--- config.mk ---
export PLATFORM = sky130hd
export DESIGN_NAME = general_register_ext
export DESIGN_NICKNAME = d
export VERILOG_FILES = /design/src/rtl/general_register_ext.sv
export SDC_FILE = /design/constraint.sdc
export NUM_CORES = 1
export LEC_CHECK = 0
export BUFFER_PORTS_ARGS = -buffer_cell sky130_fd_sc_hd__buf_2
export CELL_PAD_IN_SITES_DETAIL_PLACEMENT = 1
export CELL_PAD_IN_SITES_GLOBAL_PLACEMENT = 1
export CORE_ASPECT_RATIO = 1.5
export CORE_UTILIZATION = 34
export CTS_BUF_LIST = sky130_fd_sc_hd__clkbuf_8
export DETAILED_ROUTE_END_ITERATION = 10
export PLACE_DENSITY_LB_ADDON = 0.1
export REMOVE_ABC_BUFFERS = 1
export SKIP_LAST_GASP = 1
export SLEW_MARGIN = 20
export SYNTH_ARGS = -nofsm -noshare
export SYNTH_HDL_FRONTEND = slang
export SYNTH_SLANG_ARGS = --single-unit
--- constraint.sdc ---
create_clock -name clk -period 2.7 [get_ports clk]
set_input_delay 0.54 -clock clk [delete_from_list [all_inputs] [get_ports clk]]
set_output_delay 0.54 -clock clk [all_outputs]
set_load 0.005 [all_outputs]
--- src/rtl/general_register_ext.sv ---
// General register for the CAN controller: error status, sticky send/receive
// flags, reset/init bit and bit-timing fields packed into one word. Sits between
// the CPU interface and the protocol core and merges both writers in one edge.
module general_register_ext #(
   parameter int SJW_W     = 3,
   parameter int TSEG1_W   = 3,
   parameter int TSEG2_W   = 3,
   parameter int RST_SJW   = 2,
   parameter int RST_TSEG1 = 5,
   parameter int RST_TSEG2 = 4,
   parameter int STICKY    = 1
) (
   input  logic                                  clk,
   input  logic                                  rst,
   input  logic                                  cpu,
   input  logic                                  can,
   input  logic                                  bof,
   input  logic                                  era,
   input  logic                                  erp,
   input  logic                                  war,
   input  logic [SJW_W-1:0]                      sjw,
   input  logic [TSEG1_W-1:0]                    tseg1,
   input  logic [TSEG2_W-1:0]                    tseg2,
   input  logic                                  ssp,
   input  logic                                  srp,
   input  logic                                  rsp,
   input  logic                                  ssc,
   input  logic                                  src,
   output logic [7+SJW_W+TSEG1_W+TSEG2_W-1:0]    register,
   output logic                                  irq,
   output logic                                  err_chg,
   output logic                                  cpu_ack,
   output logic                                  cpu_nak
);

   localparam int TIM_W = SJW_W + TSEG1_W + TSEG2_W;

   logic [3:0]         r_status;
   logic               r_ss;
   logic               r_sr;
   logic               r_rsp;
   logic [SJW_W-1:0]   r_sjw;
   logic [TSEG1_W-1:0] r_tseg1;
   logic [TSEG2_W-1:0] r_tseg2;
   logic               r_errChg;
   logic               r_ack;
   logic               r_nak;

   logic [3:0]         w_statusIn;
   logic [TIM_W-1:0]   w_timingIn;
   logic [TIM_W-1:0]   w_timingCur;
   logic               w_nak;
   logic               w_ssNext;
   logic               w_srNext;

   assign w_statusIn  = {bof, era, erp, war};
   assign w_timingIn  = {sjw, tseg1, tseg2};
   assign w_timingCur = {r_sjw, r_tseg1, r_tseg2};

   // A timing write is refused only while out of init mode and it would actually change the fields
   assign w_nak = cpu && !r_rsp && (w_timingIn != w_timingCur);

   // Next value of the event flags: sticky mode lets a controller set beat a CPU clear,
   // legacy mode is a plain load where the controller wins over the CPU
   always_comb begin
      w_ssNext = r_ss;
      w_srNext = r_sr;
      if (STICKY != 0) begin
         if (can && ssc) begin
            w_ssNext = 1'b1;
         end else if (cpu && ssp) begin
            w_ssNext = 1'b0;
         end
         if (can && src) begin
            w_srNext = 1'b1;
         end else if (cpu && srp) begin
            w_srNext = 1'b0;
         end
      end else begin
         if (can) begin
            w_ssNext = ssc;
            w_srNext = src;
         end else if (cpu) begin
            w_ssNext = ssp;
            w_srNext = srp;
         end
      end
   end

   // Register file update: status tracks the pins, timing only changes in init mode,
   // and the CPU handshake strobes are registered so they land one cycle after the write
   always_ff @(posedge clk) begin
      if (rst) begin
         r_status <= '0;
         r_ss     <= 1'b0;
         r_sr     <= 1'b0;
         r_rsp    <= 1'b0;
         r_sjw    <= SJW_W'(RST_SJW);
         r_tseg1  <= TSEG1_W'(RST_TSEG1);
         r_tseg2  <= TSEG2_W'(RST_TSEG2);
         r_errChg <= 1'b0;
         r_ack    <= 1'b0;
         r_nak    <= 1'b0;
      end else begin
         r_status <= w_statusIn;
         r_errChg <= (w_statusIn != r_status);
         r_ss     <= w_ssNext;
         r_sr     <= w_srNext;
         if (cpu) begin
            r_rsp <= rsp;
         end
         if (cpu && r_rsp) begin
            r_sjw   <= sjw;
            r_tseg1 <= tseg1;
            r_tseg2 <= tseg2;
         end
         r_nak <= w_nak;
         r_ack <= cpu && !w_nak;
      end
   end

   assign register = {r_status, r_ss, r_sr, r_rsp, r_sjw, r_tseg1, r_tseg2};
   assign irq      = r_ss | r_sr;
   assign err_chg  = r_errChg;
   assign cpu_ack  = r_ack;
   assign cpu_nak  = r_nak;

endmodule
==> impl_results.md, run 1 <==
- Sw power: 140 uW
- Synthesis-to-finish area growth: 30.9%
- Final Cycle Share: 0.568
- Die ar.: 0.00251 mm^2
- Chip width: 41.2 um
- WP data required: 2.16 ns
- Sw Share: 0.242
- Hpwl dp: 1440 um
- Initial DRC count: 10
- GRT overflow: 0
- Rel. slew slack: 0.757
- Residual DRC count: 0
- Area after DPL: 981 um^2
- Worst ir drop on vdd: 0.307 mV
- Drt total wl: 1820 um
- Drt pass-1 iters: 4
- Number of warnings issued by yosys: 0
- # diodes: 0
- Fraction of layout cells with a size suffix above 1: 0.365
- Die Height: 60.8 um
- Slew Limit Fails: 0
- Largest net degree at the start of global routing: 20
- CTS H-tree lvls: 1
- # nets final: 149
- Clock Sinks: 19
- Cell Rows: 20
- Fillers: 275
- Synthesized area: 785 um^2
- Sequential power share: 0.525
- WP data arrival: 0.99 ns
- Pint: 437 uW
- Gates resized, CTS repair: 0
- Count of cell types in the netlist: 22
- Critical path type: flop to primary output
- Total number of vias: 735
- Worst setup EP type: primary output
- Final ANT Viol Nets: 0
- Hold_buf cts: 0
- Starting Density: 0.373
- Clock skew: 0.00267 ns
- Core area: 0.00210 mm^2
- Max Cap Viol: 0
- Clk pwr share: 0.343
- Cells after Synth: 87
- Period minus WS final: 1.53 ns
- Via density: 4.97
- CTS root buf: clkbuf_8
- Hold Path Depth: 2
- GRT Total Usage: 0.168
- Post-synthesis sequential area ratio: 0.485
- First-pass GRT wire length: 2770 um
- Achievable Freq: 652 MHz
- Setup violations, final: 0
- Setup crit start kind: flop
- Setup repair bufs after CTS: 0
- Final Hold Violating Endpoints: 0
- Non-Filler Cell Area, Final: 0.00103 mm^2
- Fin Setup TNS: 0 ns
- Worst Hold Class: flop to flop
- Pwr Density: 561 mW/mm^2
- Clock-pin slew on the worst setup and hold paths: 0.07 ns
- CP Max Fanout: 3
- Initial antenna violation count: 0
- Final GP Congestion: 0.653
- Port Buf Inserts: 41
- RSZ-0062 raised after global routing: no
- Worst Tran Pin Value: 0.363 ns
- Worst skew pair latency: 0.26 ns
- Gate power share: 0.131
- Leakage: 0.000485 uW
- Outcome: finished, final reports clean
- Per-cell routed wire length: 12.3 um
- Yosys reg bits: 19
- Number of buffers created by CTS: 3
- Clk buf depth: 2
- Worst reg-to-reg path cell count: 4
- Vias in the first global route: 705
- I/O pin count: 42
- Mean post-synth cell area: 9.02 um^2
- CTS tree: done
-- kinds of logic after synthesis --
group,count (synthesis),share of synthesized area
buf+inv,6,0.0462
compound gates,9,0.0702
flops,19,0.485
simple gates,39,0.241
mux,1,0.0128
xor+xnor,13,0.145
-- layout make-up --
cell class / instances / area [um^2] / area share
flip-flops and latches: 19 / 380 / 0.370
multi-input cells: 62 / 368 / 0.358
repair buffers: 41 / 205 / 0.200
clock buffers: 3 / 41.3 / 0.0402
well taps: 22 / 27.5 / 0.0268
clock inverters: 1 / 5.00 / 0.00487
-- through the flow --
| stage | util | std cells | setup WS, ns | hold slack (ns) | total power, uW |
|---|---|---|---|---|---|
| after global placement | 0.467 | 144 | 1.13 | 0.464 | 384 |
| after global routing | 0.489 | 148 | 1.14 | 0.514 | 604 |
| after CTS | 0.489 | 148 | 1.16 | 0.489 | 587 |
| final | 0.489 | 148 | 1.17 | 0.485 | 576 |
| after detailed placement | 0.467 | 144 | 1.12 | 0.478 | 387 |
| after floorplan | - | 81 | 1.40 | 0.470 | 342 |
-- synthesized netlist by cell type, drive strengths merged --
library cell | n | area, um^2
a21oi | 5 | 25.0
a22oi | 2 | 15.0
a41oi | 1 | 8.76
and2 | 1 | 6.26
buf | 5 | 32.5
clkbuf | 1 | 3.75
dfxtp | 19 | 380
mux2i | 1 | 10.0
nand2 | 21 | 78.8
nand2b | 1 | 6.26
nand3b | 4 | 30.0
nand4 | 1 | 6.26
nor2 | 3 | 11.3
nor2b | 4 | 25.0
nor3 | 1 | 5.00
nor3b | 1 | 7.51
nor4 | 1 | 6.26
o22ai | 1 | 6.26
or2 | 1 | 6.26
xnor2 | 6 | 52.6
xor2 | 7 | 61.3
-- flip-flops by register name, summed over array words and instances, names as in the netlist --
name,cells
r_sjw,3
r_tseg1,3
cpu_nak,1
r_sr,1
r_rsp,1
r_tseg2,3
r_ss,1
cpu_ack,1
r_status,4
err_chg,1
-- worst max-delay path, stage by stage, from the launching register on --
cell	delay, ns
dfxtp_1	0.33
or2_2	0.29
buf_2	0.13
-- cell usage in the layout (no fill, tap or decap) --
| cell type | instances |
|---|---|
| a22oi_1 | 2 |
| xnor2_1 | 6 |
| a21oi_1 | 5 |
| and2_1 | 1 |
| o22ai_1 | 1 |
| xor2_1 | 7 |
| nor2b_1 | 4 |
| nor3b_1 | 1 |
| nor3_1 | 1 |
| nand2_1 | 21 |
| nor4_1 | 1 |
| buf_2 | 41 |
| clkbuf_8 | 3 |
| a41oi_1 | 1 |
| clkinv_2 | 1 |
| nand3b_1 | 4 |
| nand4_1 | 1 |
| or2_2 | 1 |
| mux2i_1 | 1 |
| dfxtp_1 | 19 |
| nand2b_1 | 1 |
| nor2_1 | 3 |
-- power groups by stage --
stage          combinational, uW  clock, uW  sequential, uW
3_5_place_dp                77.8          0             309
4_1_cts                     78.0        207             303
3_3_place_gp                75.6          0             309
2_1_floorplan               32.3          0             310
5_1_grt                     85.2        214             305
6_report                    75.8        198             303
-- layer usage --
layer,wire length (um),global-route usage
met1,673,0.165
met2,981,0.304
met5,0,0
met4,34,0.0968
met3,126,0.0330
-- final timing paths --
path	startpoint	to	slack (ns)
worst max-delay path	r_sr	irq	1.17
worst min-delay path	r_tseg2[1]	r_tseg2[1]	0.49
worst max register to register	r_tseg1[0]	cpu_nak	1.48
worst min register to register	r_tseg2[1]	r_tseg2[1]	0.49
Power figures use the tool's default switching activity.
==> run 2: changes to the inputs <==
Settings changed: CORE_UTILIZATION 34 to 32.
Clock period 2.7 ns to 1.5 ns, I/O delays scaled along.
==> run 2 against run 1 <==
Effect of this change: final cell count increased by 0.68%; clock-buffer cell count unchanged; sequential share of layout area unchanged; critical path depth unchanged; core utilization decreased by 3.9 points; non-clock buffer count unchanged; combinational power increased by 79%; first-iteration DRC count decreased by 10%; critical endpoint unchanged; largest power group unchanged; highest routed layer unchanged.
==> impl_results.md, run 2 (synthesized netlist as in run 1, its figures left out) <==
- Outcome: finished, final reports clean
- RSZ-0062 raised after global routing: no
- Rel. slew slack: 0.755
- Final Hold Violating Endpoints: 0
- WP data arrival: 0.99 ns
- Largest net degree at the start of global routing: 20
- Number of buffers created by CTS: 3
- Most common cell after layout, fill and taps aside: buf_2
- Worst Tran Pin Value: 0.367 ns
- Clk buf depth: 2
- Worst Hold Class: primary input to flop
- Clock skew: 0.00347 ns
- Initial DRC count: 9
- Worst ir drop on vdd: 0.505 mV
- Fin Setup TNS: 0 ns
- GRT overflow: 0
- CP Max Fanout: 3
- Pwr Density: 996 mW/mm^2
- Drt pass-1 iters: 2
- CTS tree: done
- I/O pin count: 42
- Period minus WS final: 1.29 ns
- Flop2flop setup slack: 0.29 ns
- Initial antenna violation count: 0
- Max reg flops: 4
- Clock-pin slew on the worst setup and hold paths: 0.07 ns
- Hold_buf cts: 0
- Chip width: 42.4 um
- CTS H-tree lvls: 1
- Worst setup EP type: primary output
- Most frequent cells in the layout: 41 x buf_2, 21 x nand2_1, 19 x dfxtp_1
- Die Height: 62.6 um
- Starting Density: 0.343
- # nets final: 149
- # diodes: 0
- Critical path type: flop to primary output
- Final Cycle Share: 0.863
- CTS root buf: clkbuf_8
- Setup repair bufs after CTS: 0
- Core area: 0.00229 mm^2
- Synthesis-to-finish area growth: 30.9%
- GRT Total Usage: 0.153
- Cell Rows: 21
- Die ar.: 0.00266 mm^2
- First-pass GRT wire length: 3130 um
- Leakage: 0.000486 uW
- Max Cap Viol: 0
- Port Buf Inserts: 41
- Achievable Freq: 773 MHz
- WP data required: 1.20 ns
- Per-cell routed wire length: 11.9 um
- Vias in the first global route: 740
- Residual DRC count: 0
- Biggest register: r_status
- Slew Limit Fails: 0
- Via density: 4.86
- Gates resized, CTS repair: 0
- Fraction of layout cells with a size suffix above 1: 0.357
- Final ANT Viol Nets: 0
- Setup violations, final: 0
- Setup crit start kind: flop
- Area after DPL: 982 um^2
- Non-Filler Cell Area, Final: 0.00103 mm^2
- Clock Sinks: 19
- Drt total wl: 1770 um
- Total number of vias: 724
- Worst skew pair latency: 0.25 ns
- Hpwl dp: 1360 um
- Final GP Congestion: 0.662
## run 2: area by class of cell
class,instances,area [um^2]
tap,23,28.8
sequential,19,380
clock buffer,3,41.3
timing repair buffer,41,205
clock inverter,1,3.75
fill,313,1260
multi-input combinational,62,368
## run 2: stage by stage
step | setup slack (ns) | hold WS (ns) | util | total power (uW) | instances
final | 0.206 | 0.286 | 0.449 | 1020 | 149
after global routing | 0.158 | 0.297 | 0.449 | 1090 | 149
after CTS | 0.191 | 0.285 | 0.449 | 1040 | 149
after detailed placement | 0.171 | 0.477 | 0.430 | 696 | 145
after global placement | 0.165 | 0.467 | 0.430 | 692 | 145
after floorplan | 0.391 | 0.369 | - | 616 | 81
## run 2: routing by layer
layer  global-route usage  up-vias  routed length (um)
met5                    0        -                   0
met4               0.0820        0                  19
met3               0.0289        2                  93
met2                0.256       27                 925
met1                0.178      334                 728
li1                     -      361                   -
## run 2: worst paths after layout
kind	from	cells past startpoint	endpoint
max	r_sr	2	irq
min	rsp	3	r_rsp
max reg2reg	r_tseg1[0]	4	cpu_nak
min reg2reg	r_tseg2[1]	2	r_tseg2[1]
## run 2: report_power, final
part	switching [uW]	internal, uW	leakage [uW]
Combinational	63.0	72.9	0.000303
Clock	161	182	0.0000269
Sequential	16.1	529	0.000156
## run 2: critical path, cell delays in order (launching register included)
cell and delay (ns):
dfxtp_1 0.32, or2_2 0.29, buf_2 0.13
==> run 3: changes to the inputs <==
Settings changed: BUFFER_PORTS_ARGS -buffer_cell sky130_fd_sc_hd__buf_2 to not set, CORE_ASPECT_RATIO 1.5 to not set, CORE_UTILIZATION 32 to 44, DONT_BUFFER_PORTS set to 1.
==> run 3 against run 2 <==
Effect of this change: the flow now finishes with violations (design-rule violations); routed wire length is 16% lower; clock-buffer cell count stayed put; clock power hardly changed; sequential power is 1% higher; final cell count is 32% lower; sequential share of layout area is 9.7 points higher; die area is 26% lower; sequential cell count stayed put; critical path depth is 2 higher; critical endpoint is now cpu_nak; highest routed layer is now met3.
==> impl_results.md, run 3 (synthesized netlist as in run 1, its figures left out) <==
- Cell Count, Final, Fillers Out: 101
- Fraction of layout cells with a size suffix above 1: 0.0471
- Setup repair bufs after CTS: 0
- I/O pin count: 42
- Clk buf depth: 2
- Worst setup EP type: flop
- Die Height: 44.2 um
- Hold_buf cts: 0
- Period minus WS final: 1.23 ns
- Final Hold Violating Endpoints: 0
- Starting Density: 0.498
- Slew Limit Fails: 0
- Vias in the first global route: 579
- Slowest CP cell: dfxtp_1
- Failing checks: design-rule violations
- Setup violations, final: 0
- Residual DRC count: 3
- Largest net degree at the start of global routing: 20
- Hold_sp: rst
- Most common cell after layout, fill and taps aside: nand2_1
- Critical path type: flop to flop
- Clock skew: 0.00398 ns
- Fin Setup TNS: 0 ns
- Cells after DPL: 97
- Clock Sinks: 19
- CTS H-tree lvls: 1
- Cell Rows: 14
- Max reg flops: 4
- GRT overflow: 0
- Worst reg-to-reg path cell count: 4
- Worst skew pair latency: 0.25 ns
- Drt pass-1 iters: 6
- Final GP Congestion: 0.677
- Final Cycle Share: 0.822
- Initial antenna violation count: 0
- Worst Path Buf+Inv: 0
- Synthesis-to-finish area growth: 3.67%
- RSZ-0062 raised after global routing: no
- Worst hold path endpoint: r_status[1]
- Initial DRC count: 4
- Gates resized, CTS repair: 0
- First-pass GRT wire length: 2270 um
- Biggest register: r_status
- Core area: 0.00158 mm^2
- Worst ir drop on vdd: 0.575 mV
- Reg2reg start: r_tseg1[0]
- Achievable Freq: 811 MHz
- Hold Path Depth: 1
- Clock-pin slew on the worst setup and hold paths: 0.07 ns
- Leakage: 0.000313 uW
- Port Buf Inserts: 0
- Outcome: complete, but fails checks
- Per-cell routed wire length: 14.6 um
- GRT Total Usage: 0.158
- Worst path max stage delay: 0.34 ns
- Worst Hold Class: primary input to flop
- CTS root buf: clkbuf_8
- Hpwl dp: 1130 um
- CP Cell Sequence: xor2_1 > nor4_1 > nand4_1 > nor3b_1
- Chip width: 44.2 um
- Die ar.: 0.00196 mm^2
- Rel. slew slack: 0.766
- CTS tree: done
- Worst Tran Pin Value: 0.350 ns
- WP data arrival: 1.37 ns
- WP data required: 1.64 ns
- Crit path max-delay family: simple AND/OR/NAND/NOR gates
- Via density: 5.55
- Total number of vias: 561
- Final ANT Viol Nets: 0
- Setup crit start kind: flop
- CP Max Fanout: 3
- Number of buffers created by CTS: 3
- Critical Path Start: r_tseg1[0]
- # diodes: 0
- Drt total wl: 1480 um
- Flop2flop setup slack: 0.27 ns
- Most frequent cells in the layout: 21 x nand2_1, 19 x dfxtp_1, 7 x xor2_1
- FF-to-FF End: cpu_nak
- # nets final: 108
- Pwr Density: 1180 mW/mm^2
- Max Cap Viol: 0
[run 3: cell types whose count changed in the layout (fill, tap and decap cells not counted)]
| cell | previous run | this run |
|---|---|---|
| buf_2 | 41 | 0 |
[run 3: metal layers]
layer / GRT usage / wire [um] / up-vias
li1: - / - / 276
met1: 0.169 / 593 / 260
met2: 0.276 / 731 / 25
met3: 0.0694 / 153 / 0
met4: 0.0545 / 0 / 0
met5: 0 / 0 / -
[run 3: power breakdown]
group,total (uW),internal [uW],switching [uW]
Sequential,551,529,21.9
Clock,339,181,158
Combinational,66.7,38.2,28.5
Total,957,748,208
[run 3: area by class of cell]
cell class,count,area [um^2]
well taps,16,20.0
fillers,191,763
flip-flops and latches,19,380
multi-input cells,62,368
clock buffers,3,41.3
clock inverters,1,3.75
[run 3: through the flow]
stage               instance area, um^2  power [uW]  utilization  hold WS (ns)  setup slack (ns)
floorplan                           748         616            -         0.369             0.391
global route                        813        1000        0.516        0.0955             0.180
detailed placement                  768         631        0.487         0.374             0.250
CTS                                 813         973        0.516         0.103             0.237
finish                              813         957        0.516         0.108             0.267
global placement                    768         628        0.487         0.372             0.268
[run 3: how the worst max path moves through the flow]
| stage | to | slack, ns | cells after the start |
|---|---|---|---|
| after floorplan | cpu_nak | 0.39 | 4 |
| after global placement | cpu_nak | 0.27 | 4 |
| after detailed placement | cpu_nak | 0.25 | 4 |
| after CTS | cpu_nak | 0.24 | 4 |
| after global routing | cpu_nak | 0.18 | 4 |
| final | cpu_nak | 0.27 | 4 |
[run 3: worst register-to-register path: cells and delay by family (launching register included)]
kind | cells | cell delay (ns)
XOR/XNOR | 1 | 0.17
AND/OR/NAND/NOR | 3 | 0.61
flip-flops | 1 | 0.34
